File: src/rtl/ins_fetch.sv
// 8051 instruction fetch stage: program counter, byte-wide ROM req/ack reader,
// decoder hand-off with read_en pulse, and an illegal-opcode watchdog.
module ins_fetch #(
  parameter logic [15:0] RESET_PC = 16'h0000,
  parameter int unsigned TIMEOUT  = 15
) (
  input  logic        clk,
  input  logic        rst,
  input  logic        fetch_en,
  output logic        rom_req,
  output logic [15:0] rom_addr,
  input  logic        rom_ack,
  input  logic [7:0]  rom_data,
  input  logic        id_ready,
  output logic [7:0]  instruction,
  output logic [15:0] pc_out,
  output logic        read_en,
  input  logic        pc_load,
  input  logic [15:0] pc_new,
  output logic        ill_op
);

  typedef enum logic [2:0] {
    IDLE    = 3'd0,
    FETCH   = 3'd1,
    HOLD    = 3'd2,
    ISSUE   = 3'd3,
    WAIT_PC = 3'd4
  } state_t;

  localparam logic [7:0] CNT_LAST = 8'(TIMEOUT - 1);

  state_t      state_q, state_d;
  logic [15:0] pc_q, pc_d;
  logic        rom_req_q, rom_req_d;
  logic [15:0] rom_addr_q, rom_addr_d;
  logic [7:0]  instruction_q, instruction_d;
  logic [15:0] pc_out_q, pc_out_d;
  logic        read_en_q, read_en_d;
  logic        ill_op_q, ill_op_d;
  logic        pend_vld_q, pend_vld_d;
  logic [15:0] pend_pc_q, pend_pc_d;
  logic [7:0]  cnt_q, cnt_d;

  // A live pc_load always overrides an older pending redirect.
  logic        redir_hit;
  logic [15:0] redir_pc;
  logic        wait_exit;
  logic [15:0] wait_nxt;

  always_comb begin
    state_d       = state_q;
    pc_d          = pc_q;
    rom_req_d     = rom_req_q;
    rom_addr_d    = rom_addr_q;
    instruction_d = instruction_q;
    pc_out_d      = pc_out_q;
    read_en_d     = 1'b0;
    ill_op_d      = 1'b0;
    pend_vld_d    = pend_vld_q;
    pend_pc_d     = pend_pc_q;
    cnt_d         = cnt_q;
    redir_hit     = pc_load || pend_vld_q;
    redir_pc      = pc_load ? pc_new : pend_pc_q;
    wait_exit     = 1'b0;
    wait_nxt      = pc_q;

    case (state_q)
      IDLE: begin
        if (fetch_en) begin
          state_d    = FETCH;
          rom_req_d  = 1'b1;
          rom_addr_d = pc_q;
        end
      end

      FETCH: begin
        if (rom_req_q && rom_ack) begin
          if (redir_hit) begin
            // Stale byte is dropped; re-request at the redirect target.
            rom_addr_d = redir_pc;
            pc_d       = redir_pc;
            pend_vld_d = 1'b0;
          end else begin
            rom_req_d     = 1'b0;
            instruction_d = rom_data;
            pc_out_d      = rom_addr_q;
            if (id_ready) begin
              state_d   = ISSUE;
              read_en_d = 1'b1;
            end else begin
              state_d = HOLD;
            end
          end
        end else if (pc_load) begin
          pend_vld_d = 1'b1;
          pend_pc_d  = pc_new;
        end
      end

      HOLD: begin
        if (pc_load) begin
          pend_vld_d = 1'b1;
          pend_pc_d  = pc_new;
        end
        if (id_ready) begin
          state_d   = ISSUE;
          read_en_d = 1'b1;
        end
      end

      ISSUE: begin
        if (pc_load) begin
          pend_vld_d = 1'b1;
          pend_pc_d  = pc_new;
        end
        state_d = WAIT_PC;
        cnt_d   = 8'd0;
      end

      WAIT_PC: begin
        if (redir_hit) begin
          wait_exit = 1'b1;
          wait_nxt  = redir_pc;
        end else if (cnt_q == CNT_LAST) begin
          wait_exit = 1'b1;
          wait_nxt  = pc_out_q + 16'd1;
          ill_op_d  = 1'b1;
        end else begin
          cnt_d = cnt_q + 8'd1;
        end

        if (wait_exit) begin
          pc_d       = wait_nxt;
          pend_vld_d = 1'b0;
          if (fetch_en) begin
            state_d    = FETCH;
            rom_req_d  = 1'b1;
            rom_addr_d = wait_nxt;
          end else begin
            state_d = IDLE;
          end
        end
      end

      default: state_d = IDLE;
    endcase
  end

  always_ff @(posedge clk or posedge rst) begin
    if (rst) begin
      state_q       <= IDLE;
      pc_q          <= RESET_PC;
      rom_req_q     <= 1'b0;
      rom_addr_q    <= RESET_PC;
      instruction_q <= 8'h00;
      pc_out_q      <= RESET_PC;
      read_en_q     <= 1'b0;
      ill_op_q      <= 1'b0;
      pend_vld_q    <= 1'b0;
      pend_pc_q     <= 16'h0000;
      cnt_q         <= 8'd0;
    end else begin
      state_q       <= state_d;
      pc_q          <= pc_d;
      rom_req_q     <= rom_req_d;
      rom_addr_q    <= rom_addr_d;
      instruction_q <= instruction_d;
      pc_out_q      <= pc_out_d;
      read_en_q     <= read_en_d;
      ill_op_q      <= ill_op_d;
      pend_vld_q    <= pend_vld_d;
      pend_pc_q     <= pend_pc_d;
      cnt_q         <= cnt_d;
    end
  end

  assign rom_req     = rom_req_q;
  assign rom_addr    = rom_addr_q;
  assign instruction = instruction_q;
  assign pc_out      = pc_out_q;
  assign read_en     = read_en_q;
  assign ill_op      = ill_op_q;

endmodule

File: config.mk
export PLATFORM = sky130hd
export DESIGN_NAME = ins_fetch
export DESIGN_NICKNAME = d
export VERILOG_FILES = /design/src/rtl/ins_fetch.sv
export SDC_FILE = /design/constraint.sdc
export NUM_CORES = 1
export LEC_CHECK = 0
export CAP_MARGIN = 20
export CORE_UTILIZATION = 58
export CTS_BUF_LIST = sky130_fd_sc_hd__clkbuf_16
export DETAILED_ROUTE_END_ITERATION = 6
export GPL_TIMING_DRIVEN = 0
export PLACE_DENSITY_LB_ADDON = 0.15
export SLEW_MARGIN = 20
export SYNTH_ARGS = -nofsm -noshare
export SYNTH_HDL_FRONTEND = slang
export SYNTH_SLANG_ARGS = --single-unit
export TNS_END_PERCENT = 100
File: constraint.sdc
create_clock -name clk -period 7 [get_ports clk]
set_input_delay 1.75 -clock clk [delete_from_list [all_inputs] [get_ports clk]]
set_output_delay 1.75 -clock clk [all_outputs]
set_load 0.005 [all_outputs]
==> impl_metrics.env <==
export IMPL_grt_max_degree=53
export IMPL_antenna_cells=0
export IMPL_setup_violations=0
export IMPL_finalSetupTns_ps=0
export IMPL_rows=31
export IMPL_ctsHoldBuffers=0
export IMPL_post_drt_via_cell_ratio=6.19
export IMPL_grt_usage_pct=30.3
export IMPL_wl_met3_microns=843
export IMPL_via_count=3763
export IMPL_syn_area_per_cell_sq_um=10.6
export IMPL_synth_largest_area_cell="dfrtp_1"
export IMPL_port_buffers=71
export IMPL_cts_tree="done"
export IMPL_status="completed"
export IMPL_postCtsSetupBuffers=0
export IMPL_maxSlewViolCount=0
export IMPL_met1Wirelength_microns=4810
export IMPL_drc=0
export IMPL_cap_violations=0
export IMPL_required_ps=7220
export IMPL_place_ws_ps=3220
export IMPL_antenna_left=0
export IMPL_nNetsFinal=539
export IMPL_endpoint_kind="flip-flop"
export IMPL_wl_met2_microns=5750
export IMPL_area_delta_synth_final_pct=24.9
export IMPL_fin_crit_sh_pct=49.5
export IMPL_leakagePower_uw=0.00238
export IMPL_fin_ws_ps=3530
export IMPL_top_layer_used="met4"
export IMPL_post_cts_resized=0
export IMPL_max_freq_mhz=289
export IMPL_async_flop_share_pct=100
export IMPL_gr_total_overflow=0
export IMPL_cts_root_buf="clkbuf_16"
export IMPL_core_area_sq_mm=0.00737
export IMPL_ir_drop_uv=265
export IMPL_dr_pass1_iters=5
export IMPL_path_class="input pin to flip-flop"
export IMPL_p_per_area_mw_per_mm2=448
export IMPL_synth_distinct_cells=56
export IMPL_ys_seq_elements=87
export IMPL_synth_cells=423
export IMPL_insertion_delay_ps=340
export IMPL_grt_pass1_wl_microns=19100
export IMPL_netlist_area_leader_share_pct=48.5
export IMPL_ioPinCount=73
export IMPL_cts_clk_slew_worst_paths_ps=60
export IMPL_synth_area_sq_mm=0.00449
export IMPL_grt_pass1_vias=3710
export IMPL_grt_antenna_before_repair=0
export IMPL_tightest_slew_ps=563
export IMPL_drt_iter0_drc=306
export IMPL_grt_setup_unrepaired="no"
export IMPL_yosysSeqAreaShare_pct=48.5
export IMPL_wirelength_microns=11800
export IMPL_cts_buffers=9
export IMPL_synth_edf_count=0
export IMPL_die_x_microns=90
export IMPL_cp_arrival_ps=3680
export IMPL_h_tree_depth=3
export IMPL_gp_congestion=0.901
export IMPL_die_height_microns=90
export IMPL_hold_viol_final=0
export IMPL_clock_sinks=87
export IMPL_finalCriticalPeriod_ps=3470
export IMPL_cp_start_kind="input pin"
export IMPL_start_util_pct=61.0
export IMPL_skew_ps=7.49
export IMPL_cts_buffer_depth=2
export IMPL_holdCritPathClass="flip-flop to flip-flop"
export IMPL_design_die_area_sq_mm=0.00810
export IMPL_avgRoutedWirePerCell_microns=19.4
export IMPL_syn_nets=456
export IMPL_ys_top_cells_by_area="dfrtp_1, mux2_2, nor2_1"
export IMPL_drive_above_1_share_pct=20.4
export IMPL_place_hpwl_microns=8220
export IMPL_crit_fanout=10
export IMPL_yosys_warnings=0
export IMPL_synthFlopType="dfrtp_1"
export IMPL_slew_headroom_pct=62.4
sequential cells by signal, summed over array words and instances, names as in the netlist:
name         count
pend_vld_q       1
instruction      8
pend_pc_q       16
ill_op           1
pc_q            16
read_en          1
rom_req          1
rom_addr        16
cnt_q            8
state_q          3
pc_out          16
report_power, final:
| group | leakage [uW] | switching (uW) | internal, uW | total, uW |
|---|---|---|---|---|
| registers | 0.00104 | 218 | 738 | 956 |
| logic | 0.00122 | 536 | 594 | 1130 |
| clock network | 0.000128 | 192 | 234 | 426 |
stage by stage:
step	utilization, %	hold WS, ps	area (sq um)	std cells	power [uW]
after floorplan	-	448	4490	423	1590
after global placement	72.3	462	5330	593	2030
after detailed placement	72.7	468	5360	594	2070
after CTS	76.1	482	5610	608	2510
after global routing	76.1	521	5610	608	2660
final	76.1	479	5610	608	2510
final cells by class:
type	count	area (sq um)
sequential	87	2180
multi-input combinational	301	2150
fill	509	1760
timing repair buffer	72	738
clock buffer	9	225
tap	99	124
buffer	22	118
inverter	13	51.3
clock inverter	5	27.5
synthesized netlist by cell type, drive strengths merged, types with 2 or more instances:
| library cell | number |
|---|---|
| dfrtp | 87 |
| mux2 | 52 |
| nor2 | 50 |
| nand2 | 31 |
| o21ai | 25 |
| a21oi | 18 |
| buf | 17 |
| xor2 | 15 |
| a221oi | 14 |
| inv | 13 |
| nand3 | 11 |
| a31oi | 10 |
| o21a | 10 |
| nand4 | 7 |
| and2 | 6 |
| nor3 | 6 |
| clkbuf | 5 |
| nor4 | 4 |
| o22ai | 4 |
| ha | 3 |
| mux2i | 3 |
| o211ai | 3 |
| nand2b | 2 |
| or2 | 2 |
| or3 | 2 |
| xnor2 | 2 |
critical path: stages:
cell	delay [ps]
clkdlybuf4s50_1	490
and4b_1	310
o21ai_2	130
a221o_2	470
buf_6	200
a2111oi_4	270
nor2_1	70
path summary, 6_finish.rpt:
check,start,to,slack (ps),cells after the start
max in group asynchronous,rst,cnt_q[3],4580,3
max reg2reg,cnt_q[0],rom_addr[4],4590,8
min reg2reg,pend_pc_q[0],pend_pc_q[0],480,2
max,rom_ack,rom_addr[4],3530,7
min,pend_pc_q[0],pend_pc_q[0],480,2
min in group asynchronous,rst,instruction[2],1790,2
layer usage:
metal | vias up | GRT usage (%)
met4 | 0 | 12.9
met1 | 1835 | 40.2
met2 | 195 | 49.8
met5 | - | 0
met3 | 38 | 4.23
li1 | 1695 | -
cells by family after synthesis:
kind of cell    synth area share (%)
xor+xnor                        3.31
flops                           48.5
compound gates                  16.5
simple gates                    13.5
mux                             13.7
fa+ha+maj                      0.836
buf+inv                         3.70
placed cells by master, fill, tap and decap left out, types with 11 or more instances in the layout:
cell and n:
nand2_1 30, dfrtp_1 87, o21ai_0 23, mux2_2 52
a21oi_1 18, inv_1 12, nor2_1 49, nand3_1 11
buf_2 13, xor2_1 15, clkdlybuf4s50_1 71
No activity file was read; power rests on OpenSTA's default activity.
